$ cat config.mk
export PLATFORM = sky130hd
export DESIGN_NAME = pwm_mode_ctrl
export DESIGN_NICKNAME = d
export VERILOG_FILES = /design/src/rtl/pwm_mode_ctrl.sv
export SDC_FILE = /design/constraint.sdc
export NUM_CORES = 1
export LEC_CHECK = 0
export BUFFER_PORTS_ARGS = -buffer_cell sky130_fd_sc_hd__buf_2
export CAP_MARGIN = 0
export CORE_MARGIN = 3
export CORE_UTILIZATION = 25
export DETAILED_ROUTE_END_ITERATION = 8
export PLACE_DENSITY_LB_ADDON = 0.3
export RECOVER_POWER = 50
export SKIP_CTS_REPAIR_TIMING = 1
export SLEW_MARGIN = 20
export SYNTH_ARGS = -nofsm -noshare
export SYNTH_HDL_FRONTEND = slang
export SYNTH_SLANG_ARGS = --single-unit
$ cat constraint.sdc
create_clock -name clk -period 7.8 [get_ports clk]
set_input_delay 0.39 -clock clk [delete_from_list [all_inputs] [get_ports clk]]
set_output_delay 0.39 -clock clk [all_outputs]
set_load 0.05 [all_outputs]
$ cat src/rtl/pwm_mode_ctrl.sv
// pwm_mode_ctrl: debounces the two push-buttons and sequences the PWM
// datapath configuration (period, threshold, enable). Mode changes take effect
// at period boundaries, and threshold moves between running modes are ramped.
module pwm_mode_ctrl #(
  parameter int PERIOD_A   = 500,
  parameter int THRESH_A   = 200,
  parameter int PERIOD_B   = 625,
  parameter int THRESH_B   = 400,
  parameter int RAMP_STEP  = 50,
  parameter int DEB_CYCLES = 50000,
  parameter int W          = 16
) (
  input  logic         clk,
  input  logic         rst,
  input  logic         key0,
  input  logic         key1,
  input  logic         period_end,
  output logic         pwm_en,
  output logic [W-1:0] period,
  output logic [W-1:0] threshold,
  output logic         busy,
  output logic         led0,
  output logic         led1
);

  localparam int CNT_W = $clog2(DEB_CYCLES + 1);
  localparam logic [CNT_W-1:0] DEB_LAST = CNT_W'(DEB_CYCLES - 1);

  localparam logic [W-1:0] PER_A = W'(PERIOD_A);
  localparam logic [W-1:0] THR_A = W'(THRESH_A);
  localparam logic [W-1:0] PER_B = W'(PERIOD_B);
  localparam logic [W-1:0] THR_B = W'(THRESH_B);
  localparam logic [W-1:0] STEP  = W'(RAMP_STEP);

  typedef enum logic [1:0] {S_IDLE, S_A, S_B} state_t;
  typedef enum logic [1:0] {R_NONE, R_A, R_B, R_STOP} req_t;

  // Target threshold of a mode; IDLE reports mode A's value (unused there).
  function automatic logic [W-1:0] target_of(input state_t s);
    target_of = (s == S_B) ? THR_B : THR_A;
  endfunction

  // One ramp step toward tgt, limited to STEP, never overshooting and
  // computed from the ordered difference so nothing can wrap.
  function automatic logic [W-1:0] ramp_toward(input logic [W-1:0] cur,
                                               input logic [W-1:0] tgt);
    logic [W-1:0] gap;
    if (cur < tgt) begin
      gap = tgt - cur;
      ramp_toward = (gap > STEP) ? cur + STEP : tgt;
    end else begin
      gap = cur - tgt;
      ramp_toward = (gap > STEP) ? cur - STEP : tgt;
    end
  endfunction

  // Keeps the threshold inside the new counter range.
  function automatic logic [W-1:0] clamp_to(input logic [W-1:0] thr,
                                            input logic [W-1:0] per);
    clamp_to = (thr > per) ? per : thr;
  endfunction

  logic [1:0]       keys;
  logic [1:0]       sync_p0;
  logic [1:0]       sync_p1;
  logic [1:0]       deb_p2;
  logic [1:0]       deb_p3;
  logic [CNT_W-1:0] deb_cnt [2];
  logic [1:0]       press;

  state_t           state_q, state_d;
  req_t             pend_q, pend_d, pend_eff, req;
  logic [W-1:0]     period_q, period_d;
  logic [W-1:0]     thr_q, thr_d;
  logic             en_q, en_d;
  logic             led0_q, led0_d;
  logic             led1_q, led1_d;
  logic             busy_q, busy_d;

  assign keys = {key1, key0};

  // ---- stage p0/p1: two-flop synchronizer for the raw buttons
  always_ff @(posedge clk) begin
    if (rst) begin
      sync_p0 <= 2'b11;
      sync_p1 <= 2'b11;
    end else begin
      sync_p0 <= keys;
      sync_p1 <= sync_p0;
    end
  end

  // ---- stage p2: accept a new level after DEB_CYCLES differing samples
  always_ff @(posedge clk) begin
    if (rst) begin
      deb_p2 <= 2'b11;
      for (int i = 0; i < 2; i++) deb_cnt[i] <= '0;
    end else begin
      for (int i = 0; i < 2; i++) begin
        if (sync_p1[i] == deb_p2[i]) begin
          deb_cnt[i] <= '0;
        end else if (deb_cnt[i] == DEB_LAST) begin
          deb_p2[i]  <= sync_p1[i];
          deb_cnt[i] <= '0;
        end else begin
          deb_cnt[i] <= deb_cnt[i] + 1'b1;
        end
      end
    end
  end

  // ---- stage p3: delayed debounced level for falling-edge (press) detect
  always_ff @(posedge clk) begin
    if (rst) deb_p3 <= 2'b11;
    else     deb_p3 <= deb_p2;
  end

  assign press = deb_p3 & ~deb_p2;

  // Decode a single press into a request; simultaneous presses cancel out.
  always_comb begin
    req = R_NONE;
    if (press[0] ^ press[1]) begin
      case (state_q)
        S_IDLE:  req = press[0] ? R_A : R_B;
        S_A:     req = press[1] ? R_B : R_STOP;
        S_B:     req = press[0] ? R_A : R_STOP;
        default: req = R_NONE;
      endcase
    end
  end

  // Next-state and next-configuration logic of the mode FSM.
  always_comb begin
    state_d  = state_q;
    pend_d   = pend_q;
    pend_eff = pend_q;
    period_d = period_q;
    thr_d    = thr_q;
    en_d     = en_q;
    led0_d   = led0_q;
    led1_d   = led1_q;
    case (state_q)
      S_IDLE: begin
        // Datapath is stopped, so a start needs no period alignment.
        if (req == R_A) begin
          state_d  = S_A;
          period_d = PER_A;
          thr_d    = THR_A;
          en_d     = 1'b1;
          led0_d   = 1'b1;
          led1_d   = 1'b0;
          pend_d   = R_NONE;
        end else if (req == R_B) begin
          state_d  = S_B;
          period_d = PER_B;
          thr_d    = THR_B;
          en_d     = 1'b1;
          led0_d   = 1'b0;
          led1_d   = 1'b1;
          pend_d   = R_NONE;
        end
      end
      default: begin
        // Newest request wins; applied only on a period boundary.
        if (req != R_NONE) pend_eff = req;
        pend_d = pend_eff;
        if (period_end) begin
          case (pend_eff)
            R_STOP: begin
              state_d = S_IDLE;
              en_d    = 1'b0;
              led0_d  = 1'b0;
              led1_d  = 1'b0;
              pend_d  = R_NONE;
            end
            R_A: begin
              state_d  = S_A;
              period_d = PER_A;
              thr_d    = clamp_to(thr_q, PER_A);
              led0_d   = 1'b1;
              led1_d   = 1'b0;
              pend_d   = R_NONE;
            end
            R_B: begin
              state_d  = S_B;
              period_d = PER_B;
              thr_d    = clamp_to(thr_q, PER_B);
              led0_d   = 1'b0;
              led1_d   = 1'b1;
              pend_d   = R_NONE;
            end
            default: thr_d = ramp_toward(thr_q, target_of(state_q));
          endcase
        end
      end
    endcase
    busy_d = (state_d != S_IDLE) && (thr_d != target_of(state_d));
  end

  // Registered FSM state and datapath configuration.
  always_ff @(posedge clk) begin
    if (rst) begin
      state_q  <= S_IDLE;
      pend_q   <= R_NONE;
      period_q <= PER_A;
      thr_q    <= THR_A;
      en_q     <= 1'b0;
      led0_q   <= 1'b0;
      led1_q   <= 1'b0;
      busy_q   <= 1'b0;
    end else begin
      state_q  <= state_d;
      pend_q   <= pend_d;
      period_q <= period_d;
      thr_q    <= thr_d;
      en_q     <= en_d;
      led0_q   <= led0_d;
      led1_q   <= led1_d;
      busy_q   <= busy_d;
    end
  end

  assign pwm_en    = en_q;
  assign period    = period_q;
  assign threshold = thr_q;
  assign busy      = busy_q;
  assign led0      = led0_q;
  assign led1      = led1_q;

endmodule
==> summary.md <==
| Metric | Value |
|---|---|
| Outcome | finished, violations left |
| Failing checks | max-capacitance violations, max-slew violations |
| Classification of the worst-slack hold path | input pin to register |
| Peak per-stage delay on the critical path | ~540 ps |
| Detailed Place HPWL | roughly 11000 um |
| Maximum VDD drop | roughly 0.00009 V |
| PortBufs | 29 |
| Crit. End Element | register |
| Final Hold Viols | 0 |
| Post-route DRC | 0 |
| Slew Limit Fails | 35 |
| Commonest cells after routing, fill and taps aside | sky130_fd_sc_hd__nor2_1 (93), sky130_fd_sc_hd__nand2_1 (47), sky130_fd_sc_hd__conb_1 (43) |
| Total area of sequential cells | 1642 um2 |
| Die H | about 150 um |
| TritonCTS Buffers | 9 |
| Most used flip-flop cell after synthesis | sky130_fd_sc_hd__dfxtp_1 |
| Clk buf depth | 2 |
| Cell class contributing the biggest share of worst-path delay | simple AND/OR/NAND/NOR gates |
| Rows | between 50 and 60 |
| Post-synthesis average cell area | approximately 8.3 um2 |
| Setup TNS after final layout | 0 ps |
| Clock period minus final worst setup slack | 4924 ps |
| Total design power | 0.0008072 W |
| Horiz. Die Dim | ~150 um |
| Data arrival time of the worst path | 5110 ps |
| Total routed wirelength | about 15000 um |
| CP Max Fanout | 12 |
| Worst hold slack | ~240 ps |
| Mean routed wirelength per cell | between 15 and 20 um |
| Number of instances in the synthesized netlist | about 650 |
| Clock tree skew after final layout | 4.934 ps |
| H-tree level count | 3 |
| Gp weighted congestion | 0.9090 |
| Most common cell after layout, fill and taps aside | sky130_fd_sc_hd__nor2_1 |
| Finish-stage setup viols | 0 |
| Antenna Nets Post-Route | 0 |
| Post-synth EDFFs | 32 |
| Net count reported at finish | slightly above 700 |
| FMAX | between 200 and 250 MHz |
| Global-route wire length before repair | between 20000 and 25000 um |
| Setup Crit Path Kind | register to register |
| Count of placed standard cells in the final layout, fillers left out | between 900 and 1000 |
| TritonCTS clock tree | built |
| Max-capacitance violation count | 1 |
| Sort of element at the start of the critical path | register |
| Total iterations of the first detailed-routing run | 5 |
| Overall track demand over capacity in global routing | 0.1243 |
| Vias per cell | 4.919 |
| Largest net degree at the start of global routing | 35 |
| Buffer and inverter count on the worst path | 1 |
| GRT overflow | 0 |
| Slowest cell on the critical path | sky130_fd_sc_hd__nand2b_1 |
| Routed vias | 4727 |
| Crit path cell chain | nand2b_1, inv_1, ha_1, nor2b_2, o311ai_0, nand3_1, a22oi_1, nand4_2, and3_1, or4_1, o32ai_1, nand3b_1, mux2i_1, a41oi_2 |
| Leakage | 2.191 nW |
| Num Clock Sinks | 66 |
| Number of antenna violations at the first check in global routing | 0 |
| Vias in the first global route | 4524 |
| Critical path required time | about 8000 ps |
| Period Utilization, post-route | 0.6313 |
| Root Buffer | sky130_fd_sc_hd__clkbuf_16 |
| Clock edge transition at the registers on the reported setup and hold paths | ~50 ps |
| Initial core utilization | 0.2551 |
| Synth Warn # | 0 |
| Multi-input gate area | 3530 um2 |
| Seq cells post-synth | 66 |
| Ratio of cells with drive above 1 in the final layout | 0.07434 |
| Area enclosed by the die boundary | 23320 um2 |
| Pin slew with the least headroom to its limit | roughly 1600 ps |
| Post-route core utilization | 0.2850 |
| Core footprint | 21090 um2 |
| Fraction of the yosys area taken by sequential cells | 0.3051 |
| N_diodes | 0 |
| Distinct cell type count after synthesis | 86 |
| Post-synthesis cell area | between 5000 and 6000 um2 |
| Insertion delay to the later sink of the worst-skew pair | roughly 330 ps |
| Boundary Pins | 41 |
| Slew margin rel. | -0.06134 |
| Total of fill cells in the finished design | between 2000 and 2500 |
| Post-synthesis to final-layout area growth | 11.70% |
| Total power per unit cell area | between 100 and 150 nW/um2 |
| Share of async-settable or async-resettable flops after synthesis | 0 |
| Unrepaired setup endpoints after global routing | false |
| Detailed Route Iter0 Violations | roughly 360 |
| DP Cell Count | roughly 950 |
metal layers:
metal  global-route usage  part of all wire
met2               0.1947              0.44
met5                    0                 0
met3              0.02641             0.049
met1               0.1702              0.48
met4              0.04200             0.023
cell usage after synthesis (4+ instances only):
master                     instances  share of area
sky130_fd_sc_hd__buf_4            15          0.021
sky130_fd_sc_hd__o211ai_1          9          0.013
sky130_fd_sc_hd__nor2_1           93          0.065
sky130_fd_sc_hd__inv_1            25          0.017
sky130_fd_sc_hd__a21o_1            5         0.0070
sky130_fd_sc_hd__buf_2            11          0.010
sky130_fd_sc_hd__clkbuf_1         16          0.011
sky130_fd_sc_hd__ha_1             27          0.063
sky130_fd_sc_hd__nand2b_1         15          0.017
sky130_fd_sc_hd__nor2b_1          13          0.015
sky130_fd_sc_hd__a211o_1           5         0.0081
sky130_fd_sc_hd__nand2_1          47          0.033
sky130_fd_sc_hd__and2_1            4         0.0047
sky130_fd_sc_hd__nand3_1          20          0.019
sky130_fd_sc_hd__nor4_1            8         0.0093
sky130_fd_sc_hd__o21ai_0          20          0.019
sky130_fd_sc_hd__or4_1             6         0.0084
sky130_fd_sc_hd__or2_2            11          0.013
sky130_fd_sc_hd__a22oi_1           7         0.0098
sky130_fd_sc_hd__dfxtp_1          34           0.13
sky130_fd_sc_hd__o21a_1            4         0.0056
sky130_fd_sc_hd__mux2i_1           7          0.013
sky130_fd_sc_hd__edfxtp_1         32           0.18
sky130_fd_sc_hd__nand4_1           7         0.0081
sky130_fd_sc_hd__o221ai_1          4         0.0065
sky130_fd_sc_hd__nor3_1           17          0.016
sky130_fd_sc_hd__xor2_1           18          0.029
sky130_fd_sc_hd__a31oi_1           7         0.0081
sky130_fd_sc_hd__xnor2_1          26          0.042
sky130_fd_sc_hd__or3_1             7         0.0081
sky130_fd_sc_hd__and3_1            9          0.010
sky130_fd_sc_hd__nor3b_1           4         0.0056
sky130_fd_sc_hd__a21oi_1          26          0.024
sky130_fd_sc_hd__o22ai_1           6         0.0070
sky130_fd_sc_hd__a211oi_1          7         0.0098
registers in the layout (all words and copies together) (netlist names):
| register | flops |
|---|---|
| busy | 1 |
| deb_p3 | 2 |
| pwm_en | 1 |
| state_q | 2 |
| threshold | 16 |
| period | 2 |
| led1 | 1 |
| pend_q | 2 |
| sync_p0 | 2 |
| deb_p2 | 2 |
| deb_cnt | 32 |
| sync_p1 | 2 |
| led0 | 1 |
power by group:
group          internal (W)  leakage [nW]  switching [W]
logic            0.00000758          1.45      0.0000236
clock network      0.000248         0.138       0.000149
registers          0.000371         0.605     0.00000758
total              0.000627          2.19       0.000180
final timing paths:
kind	start	to	slack [ps]	cells after the start
worst max-delay path	state_q[0]$_SDFF_PP0_	busy$_SDFF_PP0_	2880	14
worst min register to register	sync_p0[0]$_SDFF_PP1_	sync_p1[0]$_SDFF_PP1_	410	1
worst max register to register	state_q[0]$_SDFF_PP0_	busy$_SDFF_PP0_	2880	14
worst min-delay path	key1	sync_p0[1]$_SDFF_PP1_	240	2
layout make-up:
class / instances / share of cell area
timing repair buffer: 29 / 0.01874
multi-input combinational: 549 / 0.5873
tap: 275 / 0.05726
inverter: 26 / 0.01624
clock buffer: 13 / 0.03997
clock inverter: 3 / 0.007287
sequential: 66 / 0.2732
through the flow:
stage          setup WS [ps]  instance area (um2)
2_1_floorplan           3813                 5534
3_3_place_gp            2930                 5758
3_5_place_dp            2977                 5758
4_1_cts                 2943                 6042
5_1_grt                 2570                 6010
6_report                2876                 6010
cell families (layout without fill, tap and decap cells):
logic type / after synthesis / count (layout) / synth area share
xor gates and xnor gates: 44 / 44 / 0.07163
DFF: 66 / 66 / 0.3051
AOI/OAI and AO/OA: 134 / 134 / 0.1793
and+or+nand+nor: 290 / 290 / 0.2893
other: 2 / 43 / 0.001396
muxes: 10 / 10 / 0.01930
adders and majority gates: 28 / 28 / 0.06651
buffers and inverters: 72 / 71 / 0.06744
worst register-to-register path, stage by stage (launching register included):
cell and delay [ps]:
sky130_fd_sc_hd__dfxtp_1 460, sky130_fd_sc_hd__nand2b_1 540, sky130_fd_sc_hd__inv_1 220, sky130_fd_sc_hd__ha_1 390, sky130_fd_sc_hd__nor2b_2 210, sky130_fd_sc_hd__o311ai_0 450
sky130_fd_sc_hd__nand3_1 130, sky130_fd_sc_hd__a22oi_1 330, sky130_fd_sc_hd__nand4_2 300, sky130_fd_sc_hd__and3_1 260, sky130_fd_sc_hd__or4_1 510, sky130_fd_sc_hd__o32ai_1 530
sky130_fd_sc_hd__nand3b_1 130, sky130_fd_sc_hd__mux2i_1 200, sky130_fd_sc_hd__a41oi_2 130
(Power assumes the default switching activity.)
